==> config.mk <==
export PLATFORM = sky130hd
export DESIGN_NAME = main_decoder
export DESIGN_NICKNAME = d
export VERILOG_FILES = /design/src/rtl/main_decoder.sv
export SDC_FILE = /design/constraint.sdc
export NUM_CORES = 1
export LEC_CHECK = 0
export CAP_MARGIN = 20
export CORE_AREA = 2 2 39 41
export CTS_BUF_LIST = sky130_fd_sc_hd__clkbuf_8
export CTS_CLUSTER_SIZE = 14
export DETAILED_ROUTE_END_ITERATION = 8
export DIE_AREA = 0 0 41 43
export GPL_ROUTABILITY_DRIVEN = 0
export PLACE_DENSITY = 0.52
export SETUP_SLACK_MARGIN = 0.2
export SLEW_MARGIN = 15
export SYNTH_ARGS = -nofsm -noshare
export SYNTH_HDL_FRONTEND = slang
export SYNTH_SLANG_ARGS = --single-unit
==> constraint.sdc <==
create_clock -name clk -period 1.4 [get_ports clk]
set_clock_uncertainty 0.2 [all_clocks]
set_input_delay 0.28 -clock clk [delete_from_list [all_inputs] [get_ports clk]]
set_output_delay 0.28 -clock clk [all_outputs]
set_load 0.05 [all_outputs]
==> src/rtl/main_decoder.sv <==
// Purpose : main instruction decoder; maps op/funct_5/funct_0 to the 11-bit datapath control word.
// Latency : 0 cycles by default; 1 cycle when MAIN_DECODER_OUTREG_EN is defined (illegal_op is always registered).
// Backpressure: none; pure decode, it never stalls and accepts a new op every cycle.
//
// Ports:
//   clk, reset            - rising-edge clock, asynchronous active-high reset
//   op[1:0]               - instruction class (00 DP, 01 memory, 10 branch, 11 undefined)
//   funct_5, funct_0      - I bit (data-processing) and L bit (memory)
//   branch .. alu_op      - datapath controls; imm_src[1:0], reg_src[2:0]
//   illegal_op            - sticky: an op==11 was seen on a clock edge since reset
// Build option: MAIN_DECODER_OUTREG_EN registers the 11 control bits.
module main_decoder (
  input  logic       clk,
  input  logic       reset,
  input  logic [1:0] op,
  input  logic       funct_5,
  input  logic       funct_0,
  output logic       branch,
  output logic       mem_to_reg,
  output logic       mem_w,
  output logic       alu_src,
  output logic [1:0] imm_src,
  output logic       reg_w,
  output logic [2:0] reg_src,
  output logic       alu_op,
  output logic       illegal_op
);

  // Control word layout, MSB first:
  // {branch, mem_to_reg, mem_w, alu_src, imm_src[1:0], reg_w, reg_src[2:0], alu_op}
  localparam logic [10:0] CW_DP_REG = 11'b0_0_0_0_00_1_100_1;
  localparam logic [10:0] CW_DP_IMM = 11'b0_0_0_1_00_1_000_1;
  localparam logic [10:0] CW_STR    = 11'b0_0_1_1_01_0_010_0;
  localparam logic [10:0] CW_LDR    = 11'b0_1_0_1_01_1_000_0;
  localparam logic [10:0] CW_B      = 11'b1_0_0_1_10_0_001_0;

  logic [10:0] ctrl_d;
  logic [10:0] ctrl_out;
  logic        illegal_op_d;
  logic        illegal_op_q;

  // Undefined op falls through to the all-zero default: no write, no branch.
  always_comb begin
    ctrl_d = '0;
    case (op)
      2'b00:   ctrl_d = funct_5 ? CW_DP_IMM : CW_DP_REG;
      2'b01:   ctrl_d = funct_0 ? CW_LDR : CW_STR;
      2'b10:   ctrl_d = CW_B;
      default: ctrl_d = '0;
    endcase
  end

`ifdef MAIN_DECODER_OUTREG_EN
  logic [10:0] ctrl_q;

  always_ff @(posedge clk or posedge reset) begin
    if (reset) begin
      ctrl_q <= '0;
    end else begin
      ctrl_q <= ctrl_d;
    end
  end

  assign ctrl_out = ctrl_q;
`else
  assign ctrl_out = ctrl_d;
`endif

  assign {branch, mem_to_reg, mem_w, alu_src, imm_src, reg_w, reg_src, alu_op} = ctrl_out;

  // Sticky flag: only reset clears it, and reset has priority over op==11.
  always_comb begin
    illegal_op_d = illegal_op_q | (op == 2'b11);
  end

  always_ff @(posedge clk or posedge reset) begin
    if (reset) begin
      illegal_op_q <= 1'b0;
    end else begin
      illegal_op_q <= illegal_op_d;
    end
  end

  assign illegal_op = illegal_op_q;

endmodule

# After elaboration in Yosys (flattened, before gate mapping)
# Cells that the tools add are included.
dict set report totals {
  regBits 1
  inputBits 6
  output_inout_bits 12
  elab_cells 9
}
dict set report op_classes {
  n_eq_ne 3
  n_mux 3
  bitwise_logic 1
  reduce_logical 1
}
# cell n
set ops {}
lappend ops {{$pmux W11 S3} 1}
lappend ops {{$mux W10} 1}
lappend ops {{$mux W8} 1}
lappend ops {{$eq A2 B2 Y1 const B} 2}
lappend ops {{$eq A2 B1 Y1 const B} 1}
lappend ops {{$logic_not A2 Y1} 1}
lappend ops {{$or A1 B1 Y1} 1}

# Depth between registers and ports, before layout
# Gate-level depths: netlist of the first run.
dict set report logic_depth {
  depth_word 2
  depth_mapped 4
  mapped_depth_nobuf 4
}

# Least setup slack after synthesis of the first run
# OpenSTA, ideal clock, no wires.
dict set report synth_timing {
  kind {input to output}
  start {in op[1]}
  end {out reg_w}
  arrival_time_ps 1593
  required_ps 920
  slack_ps -673
  cell_stages 4
  path_buffers 0
  path_cell_list {inv_1 -> ha_1 -> a21oi_1 -> nor2_1}
}
dict set report synth_via {
  elab_chain_cells 2
  elab_cells_between_ends 4
  cone_classes {eq/ne: 2; mux: 1; reduce/logical: 1}
}
# item line
set synth_rtl {}
lappend synth_rtl {{from (decl)} 15} ;# input logic [1:0] op,
lappend synth_rtl {{$eq A2 B2 Y1 (tied with other cells)} 45} ;# case (op)
lappend synth_rtl {{$pmux W11 S3 *} 45}
lappend synth_rtl {{to (decl)} 23} ;# output logic reg_w,
# Every way passes the cells marked *; elsewhere a longest branch is shown, timed or not.

# Worst setup path in the final report of the first run
dict set report layout_timing {
  start {in op[1]}
  end {out alu_src}
}
dict set report layout_via {
  elab_chain_cells 2
  elab_cells_between_ends 4
  cone_classes {eq/ne: 2; mux: 1; reduce/logical: 1}
}
# item line
set layout_rtl {}
lappend layout_rtl {{$eq A2 B2 Y1 (tied with other cells)} 45}
lappend layout_rtl {{$pmux W11 S3 *} 45}
lappend layout_rtl {{to (decl)} 21} ;# output logic alu_src,
# Marked as above.

==> impl_metrics.ini, run 1 <==
[logic_synthesis]
avgSynthCellArea_sq_um = 9.04
syn-num-nets = 35
synth_area_sq_um = 199
ys_types = 10
synthMuxAreaShare = 0
synthAdderAreaFrac = 0.440
synth-compound-area-share = 0.0503
synth_top_family_by_area = adder cells
yosysSeqAreaShare = 0.126
synth_xor_area_frac = 0
synth_warnings = 0
synth_seq_cells = 1
synth-simple-area-share = 0.214
synthCells = 22

[power]
p_switching_w = 0.000117
power.leakage_nw = 0.235
seqPwrFrac = 0.120
p_comb_frac = 0.880
p_clk_frac = 0
p_int_w = 0.000127
swShare = 0.480
p_total_w = 0.000244
irDropWorstVdd_v = 0.000117
powerDensity_mw_per_mm2 = 416

[final_layout]
n_antenna_cell = 0
drive_above_1_share = 0.829
syn_to_final_growth_pct = 195
final_common_cell = buf_6
final_net_count = 56
fillers = 130
mostFrequentLayoutCells = buf_6 (10), ha_4 (6), buf_8 (4)
largest_reg_flops = 1

[worst_setup_path]
critPathBufInv = 3
cp_slowest_stage_delay_ns = 0.31
cp-start-kind = input pin
reg2reg_to = illegal_op
ff2ff_path_depth = 1
crit_chain = buf_8, clkinvlp_4, ha_4, a21oi_4, nor2_4, buf_12
r2r-start = illegal_op
worst_path_dominant_cell_family = buffers and inverters
worstSetupPathType = input pin to output pin
cpMaxStageDelayCell = ha_4
arrival_ns = 1.09
required_ns = 0.92
r2r_slack_ns = 0.44
cp_max_fo = 4
end_kind = output pin

[status]
status = finished, violations left
violations = setup timing

[floorplan]
initial_core_util = 0.144
dieArea_sq_mm = 0.00176
die_height_um = 43
core-area_sq_mm = 0.00138
row_count = 14
die_w_um = 41
boundaryPins = 18

[cts]
clkTransAtPathRegs_ns = 0
hold_buffers = 0
clk_latency_ns = 0

[global_route]
antenna_found_initial = 0
globalRoute.totalOverflow = 0
grt.busiest_layer = met2
grt_pass1_vias = 233
grt_util_met1 = 0.0635
grt_use_met2 = 0.184
grt_use_met3 = 0
grt_first_pass_wirelength_mm = 1.01
grt_max_degree = 5
grtUsageTotal = 0.0790

[sta]
min_period_over_period = 1.12
max_freq_ghz = 0.635
rsz0062_at_grt = true
slew-limit-headroom = 0.864
max_slew.worst_pin.slew_ns = 0.204
finalCriticalPeriod_ns = 1.57
finalSetupViolCount = 10
slew_violations = 0
hold_viol_final = 0
holdWs_ns = 0.220
fin_ws_ns = -0.175

[routing]
drt_pre_antenna_iters = 1
vias_per_cell = 3.68
wl_per_cell_um = 10.1
drt_iter0_drc = 0
vias = 210
post-route-drc-count = 0
drt_wl_total_um = 573
ant_nets = 0

[placement]
portBuffers = 17
dp_hpwl_um = 479

[min_path]
min_path_type = input pin to async pin

[run]
drv_cap = 0
-- how the worst max path moves through the flow --
| stage | start | end | slack, ns | cells after the start |
|---|---|---|---|---|
| 4_1_cts | op[1] | alu_src | -0.18 | 6 |
| 5_1_grt | op[1] | reg_src[2] | -0.21 | 5 |
| 2_1_floorplan | op[1] | reg_src[2] | -0.09 | 3 |
| 3_3_place_gp | op[1] | reg_w | -0.73 | 6 |
| 3_5_place_dp | op[1] | reg_w | -0.76 | 6 |
| 6_report | op[1] | alu_src | -0.17 | 6 |
-- power groups by stage --
stage          registers, W  logic (W)  clock network, W
5_1_grt           0.0000294   0.000226                 0
6_report          0.0000294   0.000215                 0
2_1_floorplan     0.0000294   0.000117                 0
4_1_cts           0.0000294   0.000214                 0
3_5_place_dp      0.0000294   0.000174                 0
3_3_place_gp      0.0000294   0.000172                 0
-- routing by layer --
| layer | vias up | wire length [um] |
|---|---|---|
| met4 | 0 | 0 |
| met1 | 99 | 156 |
| li1 | 104 | - |
| met5 | - | 0 |
| met2 | 7 | 390 |
| met3 | 0 | 26 |
-- Yosys cell counts --
| cell | instances | area, sq um |
|---|---|---|
| ha_1 | 7 | 87.6 |
| buf_4 | 3 | 22.5 |
| inv_1 | 3 | 11.3 |
| a21oi_1 | 2 | 10.0 |
| nor2_1 | 2 | 7.51 |
| and2_2 | 1 | 7.51 |
| and2b_2 | 1 | 8.76 |
| dfrtp_1 | 1 | 25.0 |
| nor3b_2 | 1 | 12.5 |
| or2_1 | 1 | 6.26 |
-- through the flow --
| stage | std cells | setup WS (ns) | TNS [ns] | instance area (sq um) | utilization |
|---|---|---|---|---|---|
| global placement | 55 | -0.732 | -6.77 | 450 | 0.325 |
| finish | 57 | -0.175 | -1.22 | 587 | 0.424 |
| global route | 57 | -0.213 | -1.54 | 587 | 0.424 |
| floorplan | 22 | -0.0856 | -0.458 | 273 | - |
| detailed placement | 55 | -0.761 | -7.02 | 450 | 0.325 |
| CTS | 57 | -0.178 | -1.17 | 583 | 0.421 |
-- layout make-up --
class | instances | area, sq um | share of cell area
multi-input cells | 15 | 260 | 0.443
repair buffers | 22 | 263 | 0.448
well taps | 16 | 20.0 | 0.0341
flip-flops and latches | 1 | 25.0 | 0.0426
inverters | 3 | 18.8 | 0.0320
-- repair_timing --
| action | 4_1_cts | 5_1_grt |
|---|---|---|
| buffers inserted | 2 | 0 |
| hold endpoints to repair | 0 | 0 |
| gates resized for setup | 37 | 1 |
| endpoints found under the setup margin | 12 | 12 |
| pin swaps | 4 | 3 |
| cloned | 0 | 0 |
-- kinds of logic (layout without fill, tap and decap cells) --
group,count (synthesis),in the layout
fa+ha+maj,7,7
simple gates,6,6
flops,1,1
compound gates,2,2
buf+inv,6,25
(Power assumes the default switching activity.)
==> inputs of run 2 (changes only) <==
Settings changed: SKIP_LAST_GASP set to 1.
==> impl_metrics.ini, run 2 (same netlist as run 1, synthesis figures left out) <==
[final_layout]
n_antenna_cell = 0
drive_above_1_share = 0.829
ff_latch_area_sq_um = 25.0
syn_to_final_growth_pct = 189
final_net_count = 56
multi_input_area_sq_um = 260
final_common_cell = buf_6
fillers = 134
largest_reg_flops = 1
mostFrequentLayoutCells = buf_6 (9), ha_4 (6), buf_4 (5)

[power]
irDropWorstVdd_v = 0.000117
powerDensity_mw_per_mm2 = 418
p_total_w = 0.000241
power.leakage_nw = 0.232

[cts]
hold_buffers = 0
clk_latency_ns = 0
clkTransAtPathRegs_ns = 0

[sta]
finalSetupViolCount = 10
finalCriticalPeriod_ns = 1.57
max_freq_ghz = 0.635
slew_violations = 0
max_slew.worst_pin.slew_ns = 0.204
hold_viol_final = 0
slew-limit-headroom = 0.864
fin_ws_ns = -0.175
tns_ns = -1.24
rsz0062_at_grt = true
min_period_over_period = 1.12

[global_route]
grt_first_pass_wirelength_mm = 1.01
grt_max_degree = 5
globalRoute.totalOverflow = 0
antenna_found_initial = 0
grtUsageTotal = 0.0790
grt_pass1_vias = 231

[placement]
dp_hpwl_um = 479
portBuffers = 17

[worst_setup_path]
required_ns = 0.92
cp_max_fo = 4
cp_slowest_stage_delay_ns = 0.31
worstSetupPathType = input pin to output pin
arrival_ns = 1.09
crit_chain = buf_8, clkinvlp_4, ha_4, a21oi_4, nor2_4, buf_12
cp-start-kind = input pin
end_kind = output pin
cpMaxStageDelayCell = ha_4

[floorplan]
dieArea_sq_mm = 0.00176
initial_core_util = 0.144
row_count = 14
core-area_sq_mm = 0.00138
die_height_um = 43
die_w_um = 41
boundaryPins = 18

[min_path]
min_path_type = input pin to async pin

[routing]
vias = 210
wl_per_cell_um = 10.1
post-route-drc-count = 0
drt_pre_antenna_iters = 1
drt_wl_total_um = 578
vias_per_cell = 3.68
drt_iter0_drc = 0
ant_nets = 0

[status]
status = finished, violations left
violations = setup timing

[run]
drv_cap = 0
==> run 2: changes by cell type in the layout (fill, tap and decap cells not counted) <==
cell   delta
buf_4     +2
buf_6     -1
buf_8     -1
==> run 2: final timing paths <==
kind | start | end | slack (ns) | depth (start not counted)
worst max-delay path | op[1] | alu_src | -0.17 | 6
worst min-delay path | reset | illegal_op | 0.22 | 2
worst max register to register | illegal_op | illegal_op | 0.44 | 1
worst min register to register | illegal_op | illegal_op | 0.34 | 1
max in group asynchronous | reset | illegal_op | 0.69 | 2
min in group clk | illegal_op | illegal_op | 0.34 | 1
==> run 2: worst max-delay path, delay by kind of cell <==
| family | cells | cell delay [ns] |
|---|---|---|
| AOI/OAI and AO/OA | 1 | 0.03 |
| adders and majority gates | 1 | 0.31 |
| buffers and inverters | 3 | 0.37 |
| and+or+nand+nor | 1 | 0.10 |
==> run 2: per-stage QoR <==
step / setup WS [ns] / instance area (sq um) / instances / util / hold WS, ns
floorplan: -0.0856 / 273 / 22 / - / -0.191
global placement: -0.732 / 450 / 55 / 0.325 / 0.218
detailed placement: -0.761 / 450 / 55 / 0.325 / 0.222
CTS: -0.178 / 572 / 57 / 0.413 / 0.221
global route: -0.213 / 576 / 57 / 0.416 / 0.239
finish: -0.175 / 576 / 57 / 0.416 / 0.220
==> run 2: metal layers <==
metal  share of wire  vias up  global-route usage
li1                -      104                   -
met1            0.27       99              0.0635
met2            0.67        7               0.184
met3           0.054        0                   0
met4               0        0                   0
met5               0        -                   0
==> run 2: layout make-up <==
type | instances | area share
timing repair buffer | 22 | 0.437
inverter | 3 | 0.0326
tap | 16 | 0.0348
sequential | 1 | 0.0435
multi-input combinational | 15 | 0.452
==> run 2: power breakdown <==
| group | switching, W | internal [W] |
|---|---|---|
| logic | 0.000117 | 0.0000945 |
| registers | 0.0000000000616 | 0.0000294 |
| clock network | 0 | 0 |
==> run 2: what timing repair did <==
action	in CTS	in global routing
resized for setup	34	1
buffers inserted	2	0
endpoints found under the setup margin	12	12
pin swaps	3	4
==> patch, RTL diff (settings of run 2) <==
Put a register stage on the output `reg_src`, cleared by the reset. The value now appears one clock later. The other outputs are not delayed to match.
--- a/src/rtl/main_decoder.sv
+++ b/src/rtl/main_decoder.sv
@@ -34,6 +34,8 @@
   localparam logic [10:0] CW_LDR    = 11'b0_1_0_1_01_1_000_0;
   localparam logic [10:0] CW_B      = 11'b1_0_0_1_10_0_001_0;
 
+  logic [2:0] reg_src_d;
+
   logic [10:0] ctrl_d;
   logic [10:0] ctrl_out;
   logic        illegal_op_d;
@@ -66,7 +68,7 @@
   assign ctrl_out = ctrl_d;
 `endif
 
-  assign {branch, mem_to_reg, mem_w, alu_src, imm_src, reg_w, reg_src, alu_op} = ctrl_out;
+  assign {branch, mem_to_reg, mem_w, alu_src, imm_src, reg_w, reg_src_d, alu_op} = ctrl_out;
 
   // Sticky flag: only reset clears it, and reset has priority over op==11.
   always_comb begin
@@ -83,5 +85,13 @@
 
   assign illegal_op = illegal_op_q;
 
+  always_ff @(posedge clk or posedge reset) begin
+    if (reset) begin
+      reg_src <= '0;
+    end else begin
+      reg_src <= reg_src_d;
+    end
+  end
+
 endmodule
 
Function: changed (Yosys sat finds a counterexample within 4 cycles, from zero or initial values and one cycle with reset high).
==> patch against run 2 <==
The flow still finishes with violations (setup timing); sequential cell count rose by 3; synthesized area rose by 34%; total power rose to 2.6 times the old value; design area rose by 40%; setup slack improved by 0.021 ns; fmax rose by 1.3%; synthesized cell count rose by 9.1%; wire length rose by 22%; critical path type unchanged; critical endpoint unchanged; highest routed layer is now met4.
==> patch: results (changes against run 2) <==
| Metric | Value |
|---|---|
| Result of the run | `finished, violations left (unchanged)` |
| Violations in the final reports | `setup timing (unchanged)` |
| Placed cell count | `62 (was 55)` |
| Worst setup margin | `-0.154 ns (was -0.175 ns)` |
| Clock transition at the register clock pins on the worst setup and hold paths after CTS | `0.03 ns (was 0 ns)` |
| Total power | `619 µW (was 241 µW)` |
| Global routing met3 resource utilization | `3.14% (was 0%)` |
| Worst Path Arrival | `1.07 ns (was 1.09 ns)` |
| Synth Area per Inst | `11.1 µm² (was 9.04 µm²)` |
| LEAKAGE | `0.000342 µW (was 0.000232 µW)` |
| Number of detailed-routing iterations run before antenna repair | `2 (was 1)` |
| Drt initial violations | `1 (was 0)` |
| Routed length on met1 | `195 µm (was 156 µm)` |
| DR top layer | `met4 (was met3)` |
| Number of setup violations in the final report | `8 (was 10)` |
| Slowest stage delay, CP | `0.19 ns (was 0.31 ns)` |
| Vias per cell | `3.94 (was 3.68)` |
| Cells resized by post-CTS repair | `22 (was 34)` |
| Area occupied by multi-input gates | `258 µm² (was 260 µm²)` |
| Transition time at the pin with the least slew margin | `0.166 ns (was 0.204 ns)` |
| Most numerous cell types in the synthesized netlist | `7 x ha_1, 4 x dfrtp_1, 3 x inv_1 (was 7 x ha_1, 3 x buf_4, 3 x inv_1, 2 x a21oi_1, 2 x nor2_1)` |
| Fraction of final layout cells sized beyond drive strength 1 | `82.0% (was 82.9%)` |
| Global-route wire length before repair | `1210 µm (was 1010 µm)` |
| Routed length per placed instance | `10.7 µm (was 10.1 µm)` |
| Met2 Resource Use GR | `17.5% (was 18.4%)` |
| Largest register FFs | `3 (was 1)` |
| Met2 wirelength from detailed routing | `441 µm (was 390 µm)` |
| Maximum vdd ir drop | `462 µV (was 117 µV)` |
| Synthesized net count | `37 (was 35)` |
| Critical Path Start | `op[0] (was op[1])` |
| Vias in the first global route | `279 (was 231)` |
| Final wirelength | `708 µm (was 578 µm)` |
| Ranking of synthesized cells by area | `dfrtp_1 38%, ha_1 33%, buf_4 5.6% (was ha_1 44%, dfrtp_1 13%, buf_4 11%)` |
| Post-CTS setup-driven buffer insertion count | `1 (was 2)` |
| Total Routing Usage GR | `11.0% (was 7.90%)` |
| Met3 WL | `49 µm (was 31 µm)` |
| Fraction of the yosys area taken by sequential cells | `37.6% (was 12.6%)` |
| HPWL reported at the end of detailed placement | `580 µm (was 479 µm)` |
| Filler Cells Inserted | `106 (was 134)` |
| Internal Power | `430 µW (was 124 µW)` |
patch: cell types whose count changed after synthesis:
cell / change
buf_4: -1
dfrtp_1: +3
patch: final timing paths:
path | end | slack (ns)
hold / removal | reg_src[2] | 0.04
hold reg to reg | illegal_op | 0.32
setup reg to reg | illegal_op | 0.48
max in group asynchronous | illegal_op | 0.82
min in group clk | illegal_op | 0.32
setup / recovery | alu_src | -0.15
patch: area by class of cell:
cell class                      instances  share of cell area [%]
Sequential cell                         4                    12.4
Clock buffer                            3                    5.11
Tap cell                               16                    2.48
Timing Repair Buffer                   25                    44.3
Inverter                                3                    3.87
Multi-Input combinational cell         15                    31.9
patch: cells by family (layout without fill, tap and decap cells):
| logic type | after synthesis | after routing | share of synthesized area [%] |
|---|---|---|---|
| AOI/OAI and AO/OA | 2 | 2 | 3.76 |
| buffers and inverters | 5 | 31 | 9.86 |
| DFF | 4 | 4 | 37.6 |
| adders and majority gates | 7 | 7 | 32.9 |
| and+or+nand+nor | 6 | 6 | 16.0 |
